--- src/rtl/cpu_step_sequencer.sv ---
// rtl/cpu_step_sequencer.sv - microstep (T-state) sequencer with halt-flag JK command generation
module cpu_step_sequencer #(
    parameter int unsigned STEPS = 6
) (
    input  logic             clk,
    input  logic             rst_n,
    input  logic             ena,
    input  logic             run,
    input  logic             step_req,
    input  logic             early_end,
    input  logic             halt_in,
    input  logic             resume,
    output logic [2:0]       t_idx,
    output logic [STEPS-1:0] t_onehot,
    output logic             fetch,
    output logic             instr_done,
    output logic             busy,
    output logic             halted,
    output logic             hlt_j_n,
    output logic             hlt_k_n
);

    typedef enum logic [1:0] {
        S_IDLE   = 2'd0,
        S_RUN    = 2'd1,
        S_SINGLE = 2'd2,
        S_HALTED = 2'd3
    } state_e;

    localparam logic [2:0] LAST_STEP = 3'(STEPS - 1);

    state_e     state_q, state_d;
    logic [2:0] t_idx_q, t_idx_d;
    logic       done_q, done_d;
    logic       j_n_q, j_n_d;
    logic       k_n_q, k_n_d;
    logic       step_prev_q, step_prev_d;
    logic       step_rise;
    logic       instr_end;

    assign step_rise = step_req & ~step_prev_q;
    assign instr_end = halt_in | early_end | (t_idx_q == LAST_STEP);

    always_comb begin
        state_d     = state_q;
        t_idx_d     = t_idx_q;
        done_d      = 1'b0;
        j_n_d       = 1'b1;
        k_n_d       = 1'b1;
        step_prev_d = step_prev_q;
        if (ena) begin
            step_prev_d = step_req;
            case (state_q)
                S_IDLE: begin
                    if (run) begin
                        state_d = S_RUN;
                    end else if (step_rise) begin
                        state_d = S_SINGLE;
                    end
                end
                S_RUN, S_SINGLE: begin
                    if (instr_end) begin
                        t_idx_d = 3'd0;
                        done_d  = 1'b1;
                        // halt outranks both early_end and a pending run request
                        if (halt_in) begin
                            state_d = S_HALTED;
                            j_n_d   = 1'b0;
                        end else begin
                            state_d = run ? S_RUN : S_IDLE;
                        end
                    end else begin
                        t_idx_d = t_idx_q + 3'd1;
                    end
                end
                S_HALTED: begin
                    t_idx_d = 3'd0;
                    if (resume) begin
                        state_d = S_IDLE;
                        k_n_d   = 1'b0;
                    end
                end
                default: begin
                    state_d = S_IDLE;
                    t_idx_d = 3'd0;
                end
            endcase
        end
    end

    always_ff @(posedge clk or negedge rst_n) begin
        if (!rst_n) begin
            state_q     <= S_IDLE;
            t_idx_q     <= 3'd0;
            done_q      <= 1'b0;
            j_n_q       <= 1'b1;
            k_n_q       <= 1'b1;
            step_prev_q <= 1'b0;
        end else begin
            state_q     <= state_d;
            t_idx_q     <= t_idx_d;
            done_q      <= done_d;
            j_n_q       <= j_n_d;
            k_n_q       <= k_n_d;
            step_prev_q <= step_prev_d;
        end
    end

    // Pulses are masked while frozen so a stalled cycle never repeats a command.
    assign t_idx      = t_idx_q;
    assign t_onehot   = {{(STEPS-1){1'b0}}, 1'b1} << t_idx_q;
    assign fetch      = (t_idx_q < 3'd2);
    assign instr_done = done_q & ena;
    assign busy       = (state_q == S_RUN) || (state_q == S_SINGLE);
    assign halted     = (state_q == S_HALTED);
    assign hlt_j_n    = j_n_q | ~ena;
    assign hlt_k_n    = k_n_q | ~ena;

endmodule

--- config.mk ---
export PLATFORM = sky130hd
export DESIGN_NAME = cpu_step_sequencer
export DESIGN_NICKNAME = d
export VERILOG_FILES = /design/src/rtl/cpu_step_sequencer.sv
export SDC_FILE = /design/constraint.sdc
export NUM_CORES = 1
export LEC_CHECK = 0
export ABC_CLOCK_PERIOD_IN_PS = 1600
export BUFFER_PORTS_ARGS = -buffer_cell sky130_fd_sc_hd__buf_2
export CAP_MARGIN = 20
export CORE_ASPECT_RATIO = 1.1
export CORE_MARGIN = 4
export CORE_UTILIZATION = 41
export CTS_CLUSTER_DIAMETER = 30
export DETAILED_ROUTE_END_ITERATION = 10
export PLACE_DENSITY = 0.78
export SYNTH_ARGS = -nofsm -noshare
export SYNTH_HDL_FRONTEND = slang
export SYNTH_SLANG_ARGS = --single-unit
--- constraint.sdc ---
create_clock -name clk -period 1.6 [get_ports clk]
set_input_delay 0.08 -clock clk [delete_from_list [all_inputs] [get_ports clk]]
set_output_delay 0.08 -clock clk [all_outputs]
set_load 0.005 [all_outputs]
Yosys cells after proc, flatten, opt, wreduce, memory -nomap -nowiden --
Cells that the tools add are included. Widths: inputs -> output; s select.
Cells by class: add/subtract/negate cells 1, magnitude comparators 1, equality and inequality tests 7, shift-type cells 1, mux-type cells 19, bitwise gates (word level) 8, reduce and logical (&&, ||, !) cells 6
Operators with widths (number):
- $mux 1 | 11
- $mux 2 | 5
- $pmux 2 s3 | 1
- $pmux 3 s2 | 1
- $shl 1x3->6 const A | 1
- $eq 2x2->1 const B | 2
- $ne 2x2->1 const B | 2
- $or 1x1->1 | 4
- $reduce_and 4->1 | 1
- $add 3x1->3 const B | 1
- $eq 3x3->1 const B | 1
- $lt 3x2->1 const B | 1
- $mux 3 | 1
- $ne 3x3->1 const B | 1
- $and 1x1->1 | 2
- $eq 2x1->1 const B | 1
- $logic_not 2->1 | 1
- $not 1->1 | 2
- $reduce_and 2->1 | 1
- $reduce_bool 2->1 | 1
- $reduce_or 2->1 | 1
- $logic_or 1x1->1 | 1
Word-level totals: bits in registers 9

Longest topological paths before layout --
Gate-level depths: netlist of the first run.
word-level depth 5, gate-level depth with buffers 6, depth with buffers taken out 6

Worst setup path after synthesis of the first run --
OpenSTA, ideal clock, no wires.
path kind reg2reg, start point register t_idx_q[1] (netlist: t_idx[1]), end point register state_q[1], setup time 0.125 ns, data arrival time 1.453 ns, data required time 1.475 ns, setup slack 0.022 ns, stages on the path, launching flop included 7, path buffers 0, clock period less this slack 1.578 ns, path through dfrtp_1 > inv_1 > ha_1 > a211oi_2 > nand2_1 > o2111ai_2 > mux2_4
Between the ends: cells in the longest elaborated chain, start to end 4
RTL lines:
- start: declaration | line 33 | logic [2:0] t_idx_q, t_idx_d;
- start signal: assignment | line 101 | t_idx_q <= t_idx_d;
- $eq 3x3->1 | line 42 | assign instr_end = halt_in | early_end | (t_idx_q == LAST_STEP);
- $or 1x1->1 | line 42
- $ne 2x2->1 (no source line)
- $reduce_and 4->1 (no source line)
- end signal: assignment | line 100 | state_q <= state_d;
- end: declaration | line 32 | state_e state_q, state_d;
No other way between the ends. A chain may end at the register's enable or synchronous reset.

Final worst setup path of the first run --
start point register state_q[0], end point register state_q[1]
Between the ends: cells in the longest elaborated chain, start to end 4
RTL lines:
- $eq 2x1->1 or $eq 2x2->1 (tied branches) | line 53 | case (state_q)
- $reduce_or 2->1 | line 53
- $ne 2x2->1 (no source line)
- $reduce_and 4->1 (no source line)
Several ways; a longest one is shown, not always the timed one.

==> flow_summary.json, run 1 <==
{
  "synth_cell_type_count": 24,
  "antenna_found_initial": 0,
  "power_leakage_uw": 0.000410,
  "syn_area_per_cell_um2": 10.2,
  "critPathLaunchType": "flip-flop",
  "grt_pass1_vias": 465,
  "synth-seq-cells": 9,
  "finalCritPeriodShare": 0.956,
  "worstPathRequired_ns": 1.75,
  "io_pins": 23,
  "grt_setup_unrepaired": "false",
  "slew_viol_final": 0,
  "crit_arrival_ns": 1.68,
  "critPathCaptureType": "flip-flop",
  "design.die.area_um2": 2120,
  "async_flop_share": 1.00,
  "pre_cts_ws_ns": 0.0481,
  "seq_area_frac_synth": 0.385,
  "crit_type": "flip-flop to flip-flop",
  "rows": 14,
  "swShare": 0.379,
  "final_cells": 104,
  "cp_max_fo": 6,
  "synth_top_area_share": 0.296,
  "num-nets-final": 105,
  "numCtsBuffers": 3,
  "via_per_inst": 5.11,
  "maxCapViolations": 0,
  "critPathBufInv": 1,
  "p_per_area_nw_per_um2": 1400,
  "crit_path_top_delay_cell": "dfrtp_1",
  "syn_nets": 74,
  "crit_chain": "inv_1 -> ha_2 -> nand2_1 -> o2111ai_2 -> mux2_4",
  "fillers": 109,
  "grt_start_max_net_pins": 10,
  "cts_setup_buffers": 0,
  "intPower_uw": 686,
  "die_h_um": 47.8,
  "h-tree-depth": 1,
  "setup_viol_count_final": 0,
  "portBuffers": 22,
  "drive_gt1_frac": 0.466,
  "ys_top_cells_by_count": "ha_1, dfrtp_1, inv_1",
  "fin_crit_ns": 1.53,
  "peakVddDrop_mv": 0.483,
  "drt-pass1-iter-count": 4,
  "cpPeakStageDelay_ns": 0.39,
  "power_frac_clock": 0.164,
  "relSlewSlack": 0.844,
  "power_frac_comb": 0.536,
  "status": "finished clean",
  "cts_tree": "done",
  "area_delta_synth_final_pct": 33.2,
  "hpwl_um": 951,
  "crit_family": "flip-flops",
  "multi_input_area_um2": 335,
  "syn_inst": 58,
  "routedWlPerCell_um": 12.0,
  "yosys.area.top_type": "dfrtp_1",
  "routed_wl_mm": 1.25,
  "core_area_um2": 1370,
  "cts_sinks": 9,
  "fmax_mhz": 654,
  "synthTopCellsByArea": "dfrtp_1, ha_1, dfstp_2",
  "track_usage": 0.125,
  "finClkSkew_ns": 0.00222,
  "clk_latency_ns": 0.26,
  "synth_edf_count": 0,
  "drc": 0,
  "antennaDiodeCount": 0,
  "dr_total_vias": 531,
  "yosysMostFrequentCell": "ha_1",
  "ant_nets": 0,
  "synth_area_um2": 592,
  "clkTransAtPathRegs_ns": 0.06,
  "drtIter0Drc": 3,
  "synth_warnings": 0,
  "setup-tns-final_ns": 0,
  "clockBufferDepth": 2,
  "grt_overflow": 0,
  "die_w_um": 44.2,
  "seqCellArea_um2": 228,
  "dp_cells": 98,
  "root_buffer": "clkbuf_4",
  "synth_flop_cell": "dfrtp_1",
  "p_seq_frac": 0.300,
  "p_sw_uw": 418,
  "grt_pass1_wl_mm": 1.88,
  "finalHoldViolCount": 0,
  "setup_ws_ns": 0.0709,
  "tightest_slew_ns": 0.234,
  "hold_class": "input port to flip-flop",
  "initial_core_util": 0.433,
  "gp_congestion": 0.792
}
[stage by stage]
step	utilization	power (uW)	instance area [um2]	hold WS, ns
finish	0.577	1100	788	0.0220
global route	0.577	1190	788	0.0319
CTS	0.573	1100	783	0.0158
detailed placement	0.539	908	737	-0.0585
global placement	0.539	884	737	-0.0619
floorplan	-	703	592	-0.216
[state kept, by name (all words and copies together) (netlist names)]
| register | cells |
|---|---|
| t_idx | 3 |
| done_q | 1 |
| step_prev_q | 1 |
| k_n_q | 1 |
| state_q | 2 |
| j_n_q | 1 |
[logic make-up (layout without fill, tap and decap cells)]
| logic type | count (synthesis) | in the layout | share of synthesized area |
|---|---|---|---|
| AO/OA/AOI/OAI | 8 | 8 | 0.112 |
| flip-flops | 9 | 9 | 0.385 |
| multiplexers | 3 | 3 | 0.0613 |
| AND/OR/NAND/NOR | 22 | 22 | 0.216 |
| adder cells (fa/ha/maj) | 8 | 8 | 0.169 |
| buffers and inverters | 8 | 38 | 0.0571 |
[routing by layer]
| metal | track usage | wire length [um] |
|---|---|---|
| met2 | 0.198 | 638 |
| met3 | 0.0113 | 54 |
| met4 | 0.108 | 12 |
| met1 | 0.156 | 546 |
| met5 | 0 | 0 |
[power groups by stage]
stage          Clock (uW)  Combinational (uW)  Sequential (uW)
6_report              181                 592              332
2_1_floorplan           0                 361              342
3_5_place_dp            0                 572              336
4_1_cts               182                 582              331
5_1_grt               196                 659              338
3_3_place_gp            0                 553              331
[placed cells by master, fill, tap and decap left out, types with 3 or more instances in the layout]
master    synthesis  routed
and2b_2           3       3
buf_2             0      22
buf_4             1       3
clkbuf_4          0       3
dfrtp_1           7       7
ha_1              8       6
inv_1             7       7
nand2_1           5       5
nand2b_1          4       4
[path summary, 6_finish.rpt]
path | from | endpoint | slack (ns) | cells past startpoint
setup / recovery | state_q[0] | state_q[1] | 0.07 | 5
hold / removal | halt_in | j_n_q | 0.02 | 2
setup reg to reg | state_q[0] | state_q[1] | 0.07 | 5
hold reg to reg | step_prev_q | step_prev_q | 0.50 | 1
max in group asynchronous | rst_n | k_n_q | 1.15 | 2
min in group asynchronous | rst_n | done_q | 0.20 | 2
[repair_timing]
item                                    in CTS  in global routing
resized for setup                            0                  2
hold buffers                                 2                  0
endpoints found under the setup margin       0                  1
endpoints found under the hold margin       10                  0
[area by class of cell]
cell class / instances / share of cell area
Inverter: 7 / 0.0333
Multi-Input combinational cell: 41 / 0.425
Clock buffer: 4 / 0.0333
Tap cell: 16 / 0.0254
Timing Repair Buffer: 27 / 0.194
Sequential cell: 9 / 0.289
(Power assumes the default switching activity.)
==> run 2: changes to the inputs <==
--- a/config.mk
+++ b/config.mk
@@ -13,6 +13,7 @@
 export CORE_UTILIZATION = 41
 export CTS_CLUSTER_DIAMETER = 30
 export DETAILED_ROUTE_END_ITERATION = 10
+export HOLD_SLACK_MARGIN = 0.03
 export PLACE_DENSITY = 0.78
 export SYNTH_ARGS = -nofsm -noshare
 export SYNTH_HDL_FRONTEND = slang
==> run 2 against run 1 <==
Net effect: final cell count is 0.96% higher; routed wire length unchanged; clock skew stayed put; critical endpoint unchanged; largest power group unchanged.
==> flow_summary.json, run 2 (synthesis gave the netlist of run 1 again) <==
{
  "drive_gt1_frac": 0.461,
  "hold_class": "input port to flip-flop",
  "grt_start_max_net_pins": 10,
  "via_per_inst": 5.10,
  "final_common_cell": "buf_2",
  "worstPathRequired_ns": 1.75,
  "finClkSkew_ns": 0.00222,
  "setup-tns-final_ns": 0,
  "routedWlPerCell_um": 11.9,
  "cts_setup_buffers": 0,
  "mostFrequentLayoutCells": "buf_2, inv_1, dfrtp_1",
  "setup_viol_count_final": 0,
  "die_h_um": 47.8,
  "numCtsBuffers": 3,
  "dp_cells": 98,
  "clockBufferDepth": 2,
  "peakVddDrop_mv": 0.483,
  "grt_pass1_vias": 471,
  "relSlewSlack": 0.844,
  "status": "finished clean",
  "setup_ws_ns": 0.0709,
  "hpwl_um": 951,
  "pre_cts_ws_ns": 0.0481,
  "rows": 14,
  "drc": 0,
  "design.die.area_um2": 2120,
  "ant_nets": 0,
  "maxCapViolations": 0,
  "io_pins": 23,
  "critPathCaptureType": "flip-flop",
  "finalHoldViolCount": 0,
  "track_usage": 0.126,
  "crit_chain": "inv_1 -> ha_2 -> nand2_1 -> o2111ai_2 -> mux2_4",
  "num-nets-final": 106,
  "finish.instance_area_um2": 798,
  "critPathBufInv": 1,
  "cpPeakStageDelay_ns": 0.39,
  "final_cells": 105,
  "crit_type": "flip-flop to flip-flop",
  "grt_setup_unrepaired": "false",
  "cp_max_fo": 6,
  "p_per_area_nw_per_um2": 1390,
  "drtIter0Drc": 5,
  "cts_sinks": 9,
  "gp_congestion": 0.792,
  "h-tree-depth": 1,
  "antennaDiodeCount": 0,
  "die_w_um": 44.2,
  "crit_arrival_ns": 1.68,
  "finalCritPeriodShare": 0.956,
  "antenna_found_initial": 0,
  "root_buffer": "clkbuf_4",
  "largest_reg_flops": 3,
  "portBuffers": 22,
  "critPathLaunchType": "flip-flop",
  "crit_path_top_delay_cell": "dfrtp_1",
  "grt_overflow": 0,
  "fmax_mhz": 654,
  "cts_tree": "done",
  "routed_wl_mm": 1.25,
  "initial_core_util": 0.433,
  "dr_total_vias": 535,
  "power_leakage_uw": 0.000414,
  "tightest_slew_ns": 0.234,
  "area_delta_synth_final_pct": 34.9,
  "slew_viol_final": 0,
  "crit_family": "flip-flops",
  "clk_latency_ns": 0.26,
  "grt_pass1_wl_mm": 1.90,
  "fin_crit_ns": 1.53,
  "drt-pass1-iter-count": 4,
  "core_area_um2": 1370,
  "clkTransAtPathRegs_ns": 0.06,
  "dpl_cell_area_um2": 737
}
==> run 2: cell types whose count changed in the layout (fill, tap and decap cells not counted) <==
cell / change
dlygate4sd3_1: +1
==> run 2: final timing paths <==
| path | from | end | slack (ns) | depth (start not counted) |
|---|---|---|---|---|
| setup / recovery | state_q[0] | state_q[1] | 0.07 | 5 |
| hold / removal | early_end | done_q | 0.07 | 3 |
| setup reg to reg | state_q[0] | state_q[1] | 0.07 | 5 |
| hold reg to reg | step_prev_q | step_prev_q | 0.50 | 1 |
| max in group asynchronous | rst_n | k_n_q | 1.15 | 2 |
| min in group asynchronous | rst_n | done_q | 0.20 | 2 |
==> run 2: worst reg2reg max path: stages, from the launching register on <==
cell and delay (ns):
dfrtp_1 0.39, inv_1 0.12, ha_2 0.33, nand2_1 0.09, o2111ai_2 0.16, mux2_4 0.33
==> run 2: layer usage <==
metal  routed length (um)  vias up  GRT usage
met5                    0        -          0
met4                   12        0      0.108
met3                   57        2     0.0113
met2                  641       16      0.203
met1                  540      260      0.153
li1                     -      257          -
==> run 2: report_power, final <==
group          internal, uW  switching, uW  total (uW)
Combinational           292            301         593
Sequential              299           32.8         332
Clock                  96.4           84.5         181
==> run 2: final cells by class <==
class / count / area [um2]
flip-flops and latches: 9 / 228
repair buffers: 28 / 163
well taps: 16 / 20.0
clock buffers: 4 / 26.3
multi-input cells: 41 / 335
fillers: 108 / 568
inverters: 7 / 26.3
==> run 2: what timing repair did <==
action | 4_1_cts | 5_1_grt
hold endpoints to repair | 11 | 0
gates resized for setup | 0 | 2
endpoints found under the setup margin | 0 | 1
hold buffers | 3 | 0
==> run 2: metrics by stage <==
| step | power [uW] | hold WS (ns) | util |
|---|---|---|---|
| 6_report | 1110 | 0.0705 | 0.584 |
| 4_1_cts | 1100 | 0.0668 | 0.581 |
| 3_5_place_dp | 908 | -0.0585 | 0.539 |
| 5_1_grt | 1200 | 0.0808 | 0.584 |
| 2_1_floorplan | 703 | -0.216 | - |
| 3_3_place_gp | 884 | -0.0619 | 0.539 |
==> run 3: changes to the inputs <==
--- a/config.mk
+++ b/config.mk
@@ -14,7 +14,7 @@
 export CTS_CLUSTER_DIAMETER = 30
 export DETAILED_ROUTE_END_ITERATION = 10
 export HOLD_SLACK_MARGIN = 0.03
-export PLACE_DENSITY = 0.78
+export PLACE_DENSITY = 0.73
 export SYNTH_ARGS = -nofsm -noshare
 export SYNTH_HDL_FRONTEND = slang
 export SYNTH_SLANG_ARGS = --single-unit
==> run 3 against run 2 <==
Net effect: hold slack got worse by 0.012 ns; sequential share of layout area rose by 0.090 points; routed wire length fell by 3.2%; core utilization fell by 0.18 points; final area fell by 0.31%; global-route usage fell by 0.38 points; setup slack got worse by 0.0065 ns; count of clock-buffer cells in the layout did not move.
==> flow_summary.json, run 3 (synthesis gave the netlist of run 1 again) <==
{
  "crit_type": "flip-flop to flip-flop",
  "worstHoldStart": "step_req",
  "core_area_um2": 1370,
  "finalCritPeriodShare": 0.960,
  "crit_chain": "inv_1 -> ha_1 -> nand2_1 -> o2111ai_2 -> mux2_4",
  "critPathCaptureType": "flip-flop",
  "r2r_start": "state_q[0]",
  "antennaDiodeCount": 0,
  "status": "finished clean",
  "routedWlPerCell_um": 11.5,
  "design.die.area_um2": 2120,
  "die_w_um": 44.2,
  "numCtsBuffers": 3,
  "cts_tree": "done",
  "tightest_slew_ns": 0.246,
  "antenna_found_initial": 0,
  "fin_crit_ns": 1.54,
  "hold_depth": 2,
  "peakVddDrop_mv": 0.789,
  "track_usage": 0.122,
  "reg2regPathDepth": 5,
  "io_pins": 23,
  "grt_pass1_vias": 444,
  "cpPeakStageDelay_ns": 0.38,
  "worstPathRequired_ns": 1.75,
  "hpwl_um": 942,
  "drive_gt1_frac": 0.449,
  "drtIter0Drc": 10,
  "cp_max_fo": 6,
  "clkTransAtPathRegs_ns": 0.06,
  "gp_congestion": 0.829,
  "fmax_mhz": 651,
  "portBuffers": 22,
  "crit_arrival_ns": 1.69,
  "final_common_cell": "buf_2",
  "power_leakage_uw": 0.000415,
  "drc": 0,
  "r2r_end": "state_q[1]",
  "slew_viol_final": 0,
  "crit_start": "state_q[0]",
  "routed_wl_mm": 1.21,
  "maxCapViolations": 0,
  "dp_cells": 98,
  "mostFrequentLayoutCells": "buf_2, inv_1, ha_1, dfrtp_1, nand2_1",
  "relSlewSlack": 0.836,
  "drt-pass1-iter-count": 2,
  "dr_total_vias": 492,
  "dpl_cell_area_um2": 737,
  "crit_path_top_delay_cell": "ha_1",
  "hold_class": "input port to flip-flop",
  "r2r_slack_ns": 0.06,
  "grt_pass1_wl_mm": 1.88,
  "grt_start_max_net_pins": 10,
  "largest_reg_flops": 3,
  "p_per_area_nw_per_um2": 1360,
  "finalHoldViolCount": 0,
  "final_cells": 105,
  "via_per_inst": 4.69,
  "total_power_uw": 1090,
  "setup_viol_count_final": 0,
  "clockBufferDepth": 2,
  "finClkSkew_ns": 0.00511,
  "ant_nets": 0,
  "critPathLaunchType": "flip-flop",
  "area_delta_synth_final_pct": 34.5,
  "die_h_um": 47.8,
  "root_buffer": "clkbuf_4",
  "grt_setup_unrepaired": "false",
  "h-tree-depth": 1,
  "clk_latency_ns": 0.26,
  "setup-tns-final_ns": 0,
  "finish.instance_area_um2": 796,
  "num-nets-final": 106,
  "initial_core_util": 0.433,
  "grt_overflow": 0,
  "cts_sinks": 9,
  "rows": 14,
  "whs_endpoint": "step_prev_q"
}
-- run 3: cell types whose count changed in the layout (fill, tap and decap cells not counted) --
cell / delta
ha_1: +1
ha_2: -1
-- run 3: final cells by class --
class / count / area [um2]
flip-flops and latches: 9 / 228
well taps: 16 / 20.0
inverters: 7 / 26.3
clock buffers: 4 / 26.3
repair buffers: 28 / 163
fillers: 122 / 571
multi-input cells: 41 / 333
-- run 3: how the worst max path moves through the flow --
stage                            end  depth (start not counted)
final                     state_q[1]                          5
after global routing      state_q[1]                          5
after CTS                 state_q[1]                          5
after detailed placement  state_q[1]                          5
after global placement    state_q[1]                          5
after floorplan           state_q[1]                          6
-- run 3: critical path: cells and delay by family (launching register included) --
family | cells | cell delay [ns]
and+or+nand+nor | 1 | 0.12
adders and majority gates | 1 | 0.38
buffers and inverters | 1 | 0.08
DFF | 1 | 0.35
AOI/OAI and AO/OA | 1 | 0.16
muxes | 1 | 0.33
-- run 3: timing repair --
item	in CTS	in global routing
gates resized for setup	0	1
hold buffers	3	0
endpoints found under the hold margin	11	0
endpoints found under the setup margin	0	1
buffers inserted	0	0
-- run 3: power by group --
part	internal (uW)	switching (uW)	leakage (uW)
logic	283	293	0.000289
registers	299	30.9	0.000111
clock network	96.3	83.2	0.0000150
total	678	407	0.000415
-- run 3: per-stage QoR --
| step | hold WS, ns | worst slack, ns | utilization |
|---|---|---|---|
| after floorplan | -0.216 | 0.0219 | - |
| after global placement | -0.0612 | 0.0911 | 0.539 |
| after detailed placement | -0.0603 | 0.0442 | 0.539 |
| after CTS | 0.0595 | 0.0329 | 0.581 |
| after global routing | 0.0683 | 0.00780 | 0.582 |
| final | 0.0585 | 0.0644 | 0.582 |
-- run 3: routing by layer --
layer  track usage  vias to the layer above  share of wire
met5             0                        -              0
met4        0.0542                        0          0.019
met3        0.0263                        3          0.056
met2         0.215                       12           0.49
met1         0.144                      222           0.43
li1              -                      255              -
